[config.mk]
export PLATFORM = sky130hd
export DESIGN_NAME = stopwatch_ctrl
export DESIGN_NICKNAME = d
export VERILOG_FILES = /design/src/rtl/stopwatch_pkg.sv /design/src/rtl/btn_debounce.sv /design/src/rtl/stopwatch_ctrl.sv
export SDC_FILE = /design/constraint.sdc
export NUM_CORES = 1
export LEC_CHECK = 0
export CORE_MARGIN = 3
export CORE_UTILIZATION = 40
export DETAILED_ROUTE_END_ITERATION = 12
export GPL_TIMING_DRIVEN = 0
export PLACE_DENSITY_LB_ADDON = 0.2
export SYNTH_ARGS = -nofsm -noshare
export SYNTH_HDL_FRONTEND = slang
export SYNTH_SLANG_ARGS = --single-unit
[constraint.sdc]
create_clock -name clk -period 1.9 [get_ports clk]
set_input_delay 0.57 -clock clk [delete_from_list [all_inputs] [get_ports clk]]
set_output_delay 0.57 -clock clk [all_outputs]
set_load 0.1 [all_outputs]
[src/rtl/stopwatch_pkg.sv]
// Shared definitions for the stopwatch controller and its downstream counter stage:
// FSM state encoding and the clock-to-tick divider derivation.
package stopwatch_pkg;

    localparam int unsigned STATE_W = 2;

    typedef enum logic [STATE_W-1:0] {
        IDLE  = 2'd0,
        RUN   = 2'd1,
        PAUSE = 2'd2
    } sw_state_e;

    // Clocks per tick; returns 0 for a zero tick rate so the caller's range check trips.
    function automatic int unsigned calc_div(input int unsigned clk_hz, input int unsigned tick_hz);
        if (tick_hz == 0) begin
            return 0;
        end
        return clk_hz / tick_hz;
    endfunction

endpackage

[src/rtl/btn_debounce.sv]
// Raw key conditioning: 2-flop synchronizer, stability-window debouncer and
// a one-cycle press pulse when the debounced level rises.
module btn_debounce #(
    parameter int unsigned DB_CYCLES = 1_000_000
) (
    input  logic clk,
    input  logic rst,
    input  logic btn,
    output logic press
);

    localparam int unsigned CNT_W = (DB_CYCLES > 1) ? $clog2(DB_CYCLES) : 1;

    if (DB_CYCLES < 1) begin : g_db_check
        $error("btn_debounce: DB_CYCLES must be at least 1");
    end

    logic             sync1;
    logic             sync2;
    logic             level;
    logic [CNT_W-1:0] cnt;

    // Level follows the synchronized key only after DB_CYCLES consecutive disagreeing samples.
    always_ff @(posedge clk) begin
        if (rst) begin
            sync1 <= 1'b0;
            sync2 <= 1'b0;
            level <= 1'b0;
            cnt   <= '0;
            press <= 1'b0;
        end else begin
            sync1 <= btn;
            sync2 <= sync1;
            press <= 1'b0;
            if (sync2 == level) begin
                cnt <= '0;
            end else if (cnt == CNT_W'(DB_CYCLES - 1)) begin
                level <= sync2;
                cnt   <= '0;
                press <= sync2;
            end else begin
                cnt <= cnt + CNT_W'(1);
            end
        end
    end

endmodule

[src/rtl/stopwatch_ctrl.sv]
// Stopwatch control: debounced start/stop and clear keys drive an IDLE/RUN/PAUSE FSM
// and a prescaler that issues count ticks and clear requests to the BCD counter stage.
module stopwatch_ctrl
    import stopwatch_pkg::*;
#(
    parameter int unsigned CLK_HZ    = 50_000_000,
    parameter int unsigned TICK_HZ   = 10,
    parameter int unsigned DB_CYCLES = 1_000_000
) (
    input  logic               clk,
    input  logic               rst,
    input  logic               btn_ss,
    input  logic               btn_clr,
    output logic               tick,
    output logic               clr,
    output logic               running,
    output logic [STATE_W-1:0] state
);

    localparam int unsigned DIV   = calc_div(CLK_HZ, TICK_HZ);
    localparam int unsigned PRE_W = (DIV > 1) ? $clog2(DIV) : 1;

    if (DIV < 2 || DIV * TICK_HZ != CLK_HZ) begin : g_div_check
        $error("stopwatch_ctrl: CLK_HZ/TICK_HZ must be an integer of at least 2");
    end

    logic             ss_ev;
    logic             clr_ev;
    sw_state_e        state_q;
    sw_state_e        state_d;
    logic [PRE_W-1:0] pre_q;
    logic [PRE_W-1:0] pre_d;
    logic             tick_d;
    logic             clr_d;

    btn_debounce #(.DB_CYCLES(DB_CYCLES)) u_db_ss (
        .clk   (clk),
        .rst   (rst),
        .btn   (btn_ss),
        .press (ss_ev)
    );

    btn_debounce #(.DB_CYCLES(DB_CYCLES)) u_db_clr (
        .clk   (clk),
        .rst   (rst),
        .btn   (btn_clr),
        .press (clr_ev)
    );

    // State, prescaler and all outputs are registered.
    always_ff @(posedge clk) begin
        if (rst) begin
            state_q <= IDLE;
            pre_q   <= '0;
            tick    <= 1'b0;
            clr     <= 1'b0;
            running <= 1'b0;
        end else begin
            state_q <= state_d;
            pre_q   <= pre_d;
            tick    <= tick_d;
            clr     <= clr_d;
            running <= (state_d == RUN);
        end
    end

    // Clear beats start/stop and also swallows a tick due on the same clock.
    always_comb begin
        state_d = state_q;
        pre_d   = pre_q;
        tick_d  = 1'b0;
        clr_d   = 1'b0;
        if (clr_ev) begin
            state_d = IDLE;
            pre_d   = '0;
            clr_d   = 1'b1;
        end else begin
            case (state_q)
                IDLE: begin
                    pre_d = '0;
                    if (ss_ev) begin
                        state_d = RUN;
                    end
                end
                RUN: begin
                    if (pre_q == PRE_W'(DIV - 1)) begin
                        pre_d  = '0;
                        tick_d = 1'b1;
                    end else begin
                        pre_d = pre_q + PRE_W'(1);
                    end
                    if (ss_ev) begin
                        state_d = PAUSE;
                    end
                end
                PAUSE: begin
                    if (ss_ev) begin
                        state_d = RUN;
                    end
                end
                default: begin
                    state_d = IDLE;
                    pre_d   = '0;
                end
            endcase
        end
    end

    assign state = state_q;

endmodule
==> impl_metrics.env, run 1 <==
export IMPL_outcome="finished with violations"
export IMPL_violations="negative setup slack"
export IMPL_cts_max_level=3
export IMPL_synth_xor_area_share_pct=10.6
export IMPL_unrepaired_setup_endpoints_after_global_routing="true"
export IMPL_postSynthNetCount=397
export IMPL_crit_path_max_fanout=5
export IMPL_avgRoutedWirePerCell_um=13.5
export IMPL_syn_instance_count=390
export IMPL_hold_viol_final=0
export IMPL_synth_yosys_seq_area_share_pct=44.7
export IMPL_totalWireLength_mm=7.16
export IMPL_timing_max_slew_rel_slack_pct=59.0
export IMPL_fp_dieW_um=98.2
export IMPL_hold_path_depth=1
export IMPL_maxClockFrequency_ghz=0.517
export IMPL_numPortBuffers=8
export IMPL_vias_in_the_first_global_route=2732
export IMPL_slew_violations=0
export IMPL_die_area_mm2=0.00964
export IMPL_first_iter_violations=52
export IMPL_crit_reg2reg_capture="pre_q[5]$_SDFFE_PP0N_"
export IMPL_design_portCount=9
export IMPL_cts_max_path_buffers=2
export IMPL_clk_pin_slew_worst_paths_ns=0.08
export IMPL_first_pass_grt_wire_length_mm=12.4
export IMPL_timing_setup_tns_ns=-0.130
export IMPL_drive_above_1_share_pct=19.7
export IMPL_worstRegToRegCells=7
export IMPL_total_standard_cell_area_after_synthesis_mm2=0.00340
export IMPL_maxCapViolCount=0
export IMPL_vias_per_cell=5.29
export IMPL_peakVddDrop_uv=433
export IMPL_tritoncts_num_sinks=76
export IMPL_globalRouteTotalUtil_pct=15.6
export IMPL_root_buffer="clkbuf_8"
export IMPL_synthAdderAreaFrac_pct=1.10
export IMPL_cts_made_buffers=9
export IMPL_skew_ns=0.0135
export IMPL_yosys_warnings=0
export IMPL_ys_seq_elements=76
export IMPL_synth_area_top_cells="dfxtp_1, xor2_1, nor2_1"
export IMPL_timing_critical_path_to="pre_q[5]$_SDFFE_PP0N_"
export IMPL_initial_utilization_pct=41.4
export IMPL_reg2reg_setup_slack_ns=-0.03
export IMPL_vias=2813
export IMPL_synth_largest_area_cell="dfxtp_1"
export IMPL_synthesized_area_fraction_occupied_by_ao_oa_aoi_and_oai_cells_pct=8.02
export IMPL_arrival_worst_endpoint_ns=2.15
export IMPL_synth_simple_area_share_pct=30.8
export IMPL_end_kind="flip-flop"
export IMPL_whs_ns=0.446
export IMPL_launching_element_of_the_worst_setup_path="pre_q[10]$_SDFFE_PP0N_"
export IMPL_synth_async_reset_ratio_pct=0
export IMPL_worst_slack_ns=-0.0341
export IMPL_std_cell_rows=33
export IMPL_synth_mux_area_fraction_pct=1.80
export IMPL_final_antenna_net_count=0
export IMPL_worstReg2RegStart="pre_q[10]$_SDFFE_PP0N_"
export IMPL_power_leakage_nw=1.41
export IMPL_min_delay_path_class="flip-flop to flip-flop"
export IMPL_pre_cts_ws_ns=-0.580
export IMPL_cts_tree="yes"
export IMPL_netlist_cell_type_count=44
export IMPL_cts_hold_buf=0
export IMPL_worst_pin_slew_ns=0.610
export IMPL_nNetsFinal=430
export IMPL_crit_required_ns=2.12
export IMPL_timing_final_crit_share_pct=102
export IMPL_insertedDiodeCount=0
export IMPL_layout_area_overhead_vs_synth_pct=24.4
export IMPL_finalWeightedCongestion=0.753
export IMPL_overflow=0
export IMPL_synthFlopType="dfxtp_1"
export IMPL_pin_count_of_the_biggest_net_entering_global_routing=13
export IMPL_setup_violations=9
export IMPL_hpwlAfterDp_mm=4.61
export IMPL_fin_crit_ns=1.93
export IMPL_syn_avg_cell_area_um2=8.72
export IMPL_number_of_search_and_repair_iterations_in_the_first_detailed_routing_pass=4
export IMPL_power_density_cell_area_mw_per_mm2=708
export IMPL_drc=0
export IMPL_core_mm2=0.00822
export IMPL_synth_top_family_by_area="simple AND/OR/NAND/NOR gates"
export IMPL_grt_antenna_before_repair=0
export IMPL_cp_class="flip-flop to flip-flop"
export IMPL_post_synth_edffs=0
export IMPL_die_height_um=98.2
export IMPL_synthDominantCellAreaShare_pct=44.7
export IMPL_worstSkewPairLatency_ns=0.35
export IMPL_worst_setup_path_start_kind="flip-flop"
[report_power, final]
group,switching (mW),internal [mW]
clock network,0.595,0.770
logic,0.0167,0.0150
registers,0.00402,1.59
[per-stage QoR]
| stage | std cells | power [mW] | area (um^2) | utilization, % |
|---|---|---|---|---|
| floorplan | 390 | 1.66 | 3400 | - |
| global placement | 503 | 1.67 | 3610 | 44.0 |
| detailed placement | 503 | 1.67 | 3610 | 44.0 |
| CTS | 526 | 3.03 | 4070 | 49.5 |
| global route | 532 | 3.09 | 4230 | 51.5 |
| finish | 532 | 2.99 | 4230 | 51.5 |
[synthesized netlist by cell type, types with 10 or more instances]
cell / number
a21oi_1: 19
a31oi_1: 12
clkbuf_1: 10
dfxtp_1: 76
nand2_1: 26
nand3_1: 32
nand4_1: 17
nor2_1: 63
nor3_1: 12
xnor2_1: 13
xor2_1: 28
[layout by cell type (no fill, tap or decap), drive strengths merged, types with 2 or more instances in the layout]
cell | synthesis | layout
clkbuf | 10 | 19
dfxtp | 76 | 76
inv | 7 | 7
or3b | 2 | 2
o21ai | 6 | 6
a31oi | 13 | 13
ha | 3 | 3
nor3 | 12 | 12
nor4b | 4 | 4
nand3b | 2 | 2
nor2b | 7 | 7
buf | 4 | 20
nor4 | 5 | 5
clkdlybuf4s50 | 0 | 2
and3 | 6 | 6
clkinv | 0 | 2
nand3 | 32 | 32
and4 | 6 | 6
mux2i | 5 | 5
clkdlybuf4s15 | 0 | 5
a21oi | 19 | 19
bufinv | 0 | 2
and2 | 2 | 2
xor2 | 28 | 28
nand2 | 26 | 26
nand2b | 7 | 7
nand4 | 17 | 17
a22o | 3 | 3
nor2 | 63 | 63
xnor2 | 13 | 13
[routing by layer]
layer  share of wire, %  global-route usage [%]  vias up  wire length [um]
met3                3.5                    4.21       11               248
li1                   -                       -     1441                 -
met5                  0                       0        -                 0
met1                 47                    19.2     1319              3340
met4                1.5                    7.25        0               107
met2                 48                    25.4       42              3460
[layout make-up]
| class | instances | area [um^2] |
|---|---|---|
| inverters | 7 | 26.3 |
| multi-input cells | 293 | 1960 |
| fillers | 760 | 3990 |
| flip-flops and latches | 76 | 1530 |
| well taps | 105 | 131 |
| clock buffers | 11 | 141 |
| clock inverters | 4 | 73.8 |
| repair buffers | 26 | 293 |
| plain buffers | 10 | 76.3 |
[sequential cells by signal, summed over array words and instances (netlist names)]
| register | flops |
|---|---|
| pre_q | 23 |
| u_db_clr.cnt | 20 |
| u_db_ss.cnt | 20 |
| state | 2 |
| clr | 1 |
| running | 1 |
| tick | 1 |
| u_db_clr.level | 1 |
| u_db_clr.press | 1 |
| u_db_clr.sync1 | 1 |
| u_db_clr.sync2 | 1 |
| u_db_ss.level | 1 |
| u_db_ss.press | 1 |
| u_db_ss.sync1 | 1 |
| u_db_ss.sync2 | 1 |
[critical path, cell delays in order (launching register included)]
cell	delay, ns
dfxtp_4	0.36
or4b_4	0.55
nor4_4	0.26
a31oi_4	0.14
buf_6	0.16
buf_8	0.13
a31oi_1	0.16
a31oi_1	0.06
[timing repair]
| action | CTS | global route |
|---|---|---|
| resized for setup | 51 | 22 |
| endpoints found under the setup margin | 44 | 51 |
| pin swaps | 8 | 9 |
| cloned | 2 | 1 |
| setup buffers | 8 | 7 |
[worst min path at each step]
stage	from	end	slack, ns
after floorplan	u_db_clr.sync1$_SDFF_PP0_	u_db_clr.sync2$_SDFF_PP0_	0.41
after global placement	u_db_ss.sync1$_SDFF_PP0_	u_db_ss.sync2$_SDFF_PP0_	0.42
after detailed placement	u_db_ss.sync1$_SDFF_PP0_	u_db_ss.sync2$_SDFF_PP0_	0.43
after CTS	u_db_ss.sync1$_SDFF_PP0_	u_db_ss.sync2$_SDFF_PP0_	0.45
after global routing	u_db_ss.sync1$_SDFF_PP0_	u_db_ss.sync2$_SDFF_PP0_	0.46
final	u_db_ss.sync1$_SDFF_PP0_	u_db_ss.sync2$_SDFF_PP0_	0.45
[cells by family (layout without fill, tap and decap cells)]
group | after synthesis | count (layout)
xor gates and xnor gates | 41 | 41
buffers and inverters | 21 | 58
and+or+nand+nor | 199 | 199
adders and majority gates | 3 | 3
AOI/OAI and AO/OA | 44 | 44
DFF | 76 | 76
muxes | 6 | 6
Power figures use the tool's default switching activity.
==> run 2: changes to the inputs <==
CAP_MARGIN = 40   (was unset)
==> run 2 against run 1 <==
  * The run still ends with negative setup slack left
  * Setup slack worse by 0.049 ns
  * Global-route usage is 0.18 points higher
  * Clock-buffer cell count is 1 lower
  * Clock skew is 0.00074 ns higher
  * Utilization is 0.091 points higher
  * Sequential share of layout area hardly changed
  * Critical path type unchanged
  * Critical endpoint unchanged
  * Largest cell class unchanged
==> impl_metrics.env, run 2 (synthesized netlist as in run 1, its figures left out) <==
export IMPL_outcome="finished with violations"
export IMPL_violations="negative setup slack"
export IMPL_overflow=0
export IMPL_cts_max_level=3
export IMPL_power_leakage_nw=1.42
export IMPL_tritoncts_num_sinks=76
export IMPL_std_cell_rows=33
export IMPL_fin_util_pct=51.6
export IMPL_largest_register_ff_count=23
export IMPL_worstSkewPairLatency_ns=0.35
export IMPL_core_mm2=0.00822
export IMPL_avgRoutedWirePerCell_um=13.4
export IMPL_timing_critical_path_max_delay_family="simple AND/OR/NAND/NOR gates"
export IMPL_skew_ns=0.0142
export IMPL_final_antenna_net_count=0
export IMPL_drive_above_1_share_pct=20.2
export IMPL_crit_chain="or4b_4 > nor4_4 > a31oi_4 > buf_6 > buf_6 > a31oi_1 > a31oi_1"
export IMPL_fp_dieW_um=98.2
export IMPL_vias=2810
export IMPL_slew_violations=0
export IMPL_maxClockFrequency_ghz=0.504
export IMPL_design_portCount=9
export IMPL_power_density_cell_area_mw_per_mm2=668
export IMPL_number_of_search_and_repair_iterations_in_the_first_detailed_routing_pass=4
export IMPL_peakVddDrop_uv=362
export IMPL_numPortBuffers=8
export IMPL_largest_register="pre_q"
export IMPL_first_pass_grt_wire_length_mm=12.5
export IMPL_largest_registers_in_the_final_layout="pre_q x23, u_db_clr.cnt x20, u_db_ss.cnt x20"
export IMPL_pin_count_of_the_biggest_net_entering_global_routing=13
export IMPL_multiInputGateArea_mm2=0.00192
export IMPL_crit_path_max_fanout=5
export IMPL_layout_cell_area_non_filler_mm2=0.00424
export IMPL_layout_commonest_cell="dfxtp_1"
export IMPL_cts_tree="yes"
export IMPL_crit_path_max_incr_delay_ns=0.54
export IMPL_worst_slack_ns=-0.0836
export IMPL_timing_max_slew_rel_slack_pct=61.4
export IMPL_globalRouteTotalUtil_pct=15.8
export IMPL_critical_path_cell_with_the_highest_stage_delay="or4b_4"
export IMPL_timing_final_crit_share_pct=104
export IMPL_worst_setup_path_start_kind="flip-flop"
export IMPL_nNetsFinal=435
export IMPL_hpwlAfterDp_mm=4.60
export IMPL_cp_class="flip-flop to flip-flop"
export IMPL_cp_buffers_inverters=2
export IMPL_arrival_worst_endpoint_ns=2.20
export IMPL_cts_made_buffers=9
export IMPL_mostFrequentLayoutCells="dfxtp_1, nor2_1, nand3_1"
export IMPL_end_kind="flip-flop"
export IMPL_min_delay_path_class="flip-flop to flip-flop"
export IMPL_finish_cell_count_without_fillers=536
export IMPL_grt_antenna_before_repair=0
export IMPL_worst_pin_slew_ns=0.574
export IMPL_crit_required_ns=2.11
export IMPL_final_seq_area_mm2=0.00154
export IMPL_layout_area_overhead_vs_synth_pct=24.7
export IMPL_clk_pin_slew_worst_paths_ns=0.08
export IMPL_whs_ns=0.444
export IMPL_vias_in_the_first_global_route=2723
export IMPL_hold_viol_final=0
export IMPL_totalWireLength_mm=7.17
export IMPL_placed_cells=508
export IMPL_fillers=764
export IMPL_vias_per_cell=5.24
export IMPL_setup_violations=15
export IMPL_cts_hold_buf=0
export IMPL_insertedDiodeCount=0
export IMPL_drc=0
export IMPL_maxCapViolCount=0
export IMPL_root_buffer="clkbuf_8"
export IMPL_placedInstanceArea_mm2=0.00370
export IMPL_initial_utilization_pct=41.4
export IMPL_cts_max_path_buffers=2
export IMPL_first_iter_violations=104
export IMPL_die_height_um=98.2
export IMPL_die_area_mm2=0.00964
export IMPL_fin_crit_ns=1.98
export IMPL_timing_setup_tns_ns=-0.455
export IMPL_finalWeightedCongestion=0.753
export IMPL_unrepaired_setup_endpoints_after_global_routing="true"
run 2: repair_timing:
item	4_1_cts	5_1_grt
gates cloned	3	0
resized for setup	47	14
setup endpoints to repair	43	50
buffers inserted	12	7
pin swaps	13	7
run 2: layout make-up:
class / instances / area share (%)
flip-flops and latches: 76 / 36.2
well taps: 105 / 3.10
inverters: 7 / 0.620
clock inverters: 4 / 1.21
plain buffers: 11 / 1.83
multi-input cells: 293 / 45.3
repair buffers: 30 / 8.41
clock buffers: 10 / 3.25
run 2: routing by layer:
layer / routed length (um) / vias to the layer above / GRT usage [%]
met4: 151 / 0 / 7.88
li1: - / 1449 / -
met2: 3420 / 55 / 26.0
met5: 0 / - / 0
met3: 248 / 15 / 2.86
met1: 3340 / 1291 / 19.8
run 2: report_power, final:
part           leakage, nW  switching, mW  internal [mW]
Clock               0.0942          0.573          0.628
Combinational        0.711         0.0167         0.0147
Sequential           0.617        0.00412           1.59
run 2: path summary, 6_finish.rpt:
check	start	to	slack, ns	cells past startpoint
setup / recovery	pre_q[10]$_SDFFE_PP0N_	pre_q[5]$_SDFFE_PP0N_	-0.08	7
hold / removal	u_db_ss.sync1$_SDFF_PP0_	u_db_ss.sync2$_SDFF_PP0_	0.44	1
setup reg to reg	pre_q[10]$_SDFFE_PP0N_	pre_q[5]$_SDFFE_PP0N_	-0.08	7
hold reg to reg	u_db_ss.sync1$_SDFF_PP0_	u_db_ss.sync2$_SDFF_PP0_	0.44	1
run 2: per-stage QoR:
stage,total power [mW],setup slack [ns]
after floorplan,1.66,0.00907
after global placement,1.67,-0.591
after detailed placement,1.67,-0.581
after CTS,2.87,-0.0714
after global routing,2.93,-0.155
final,2.83,-0.0836
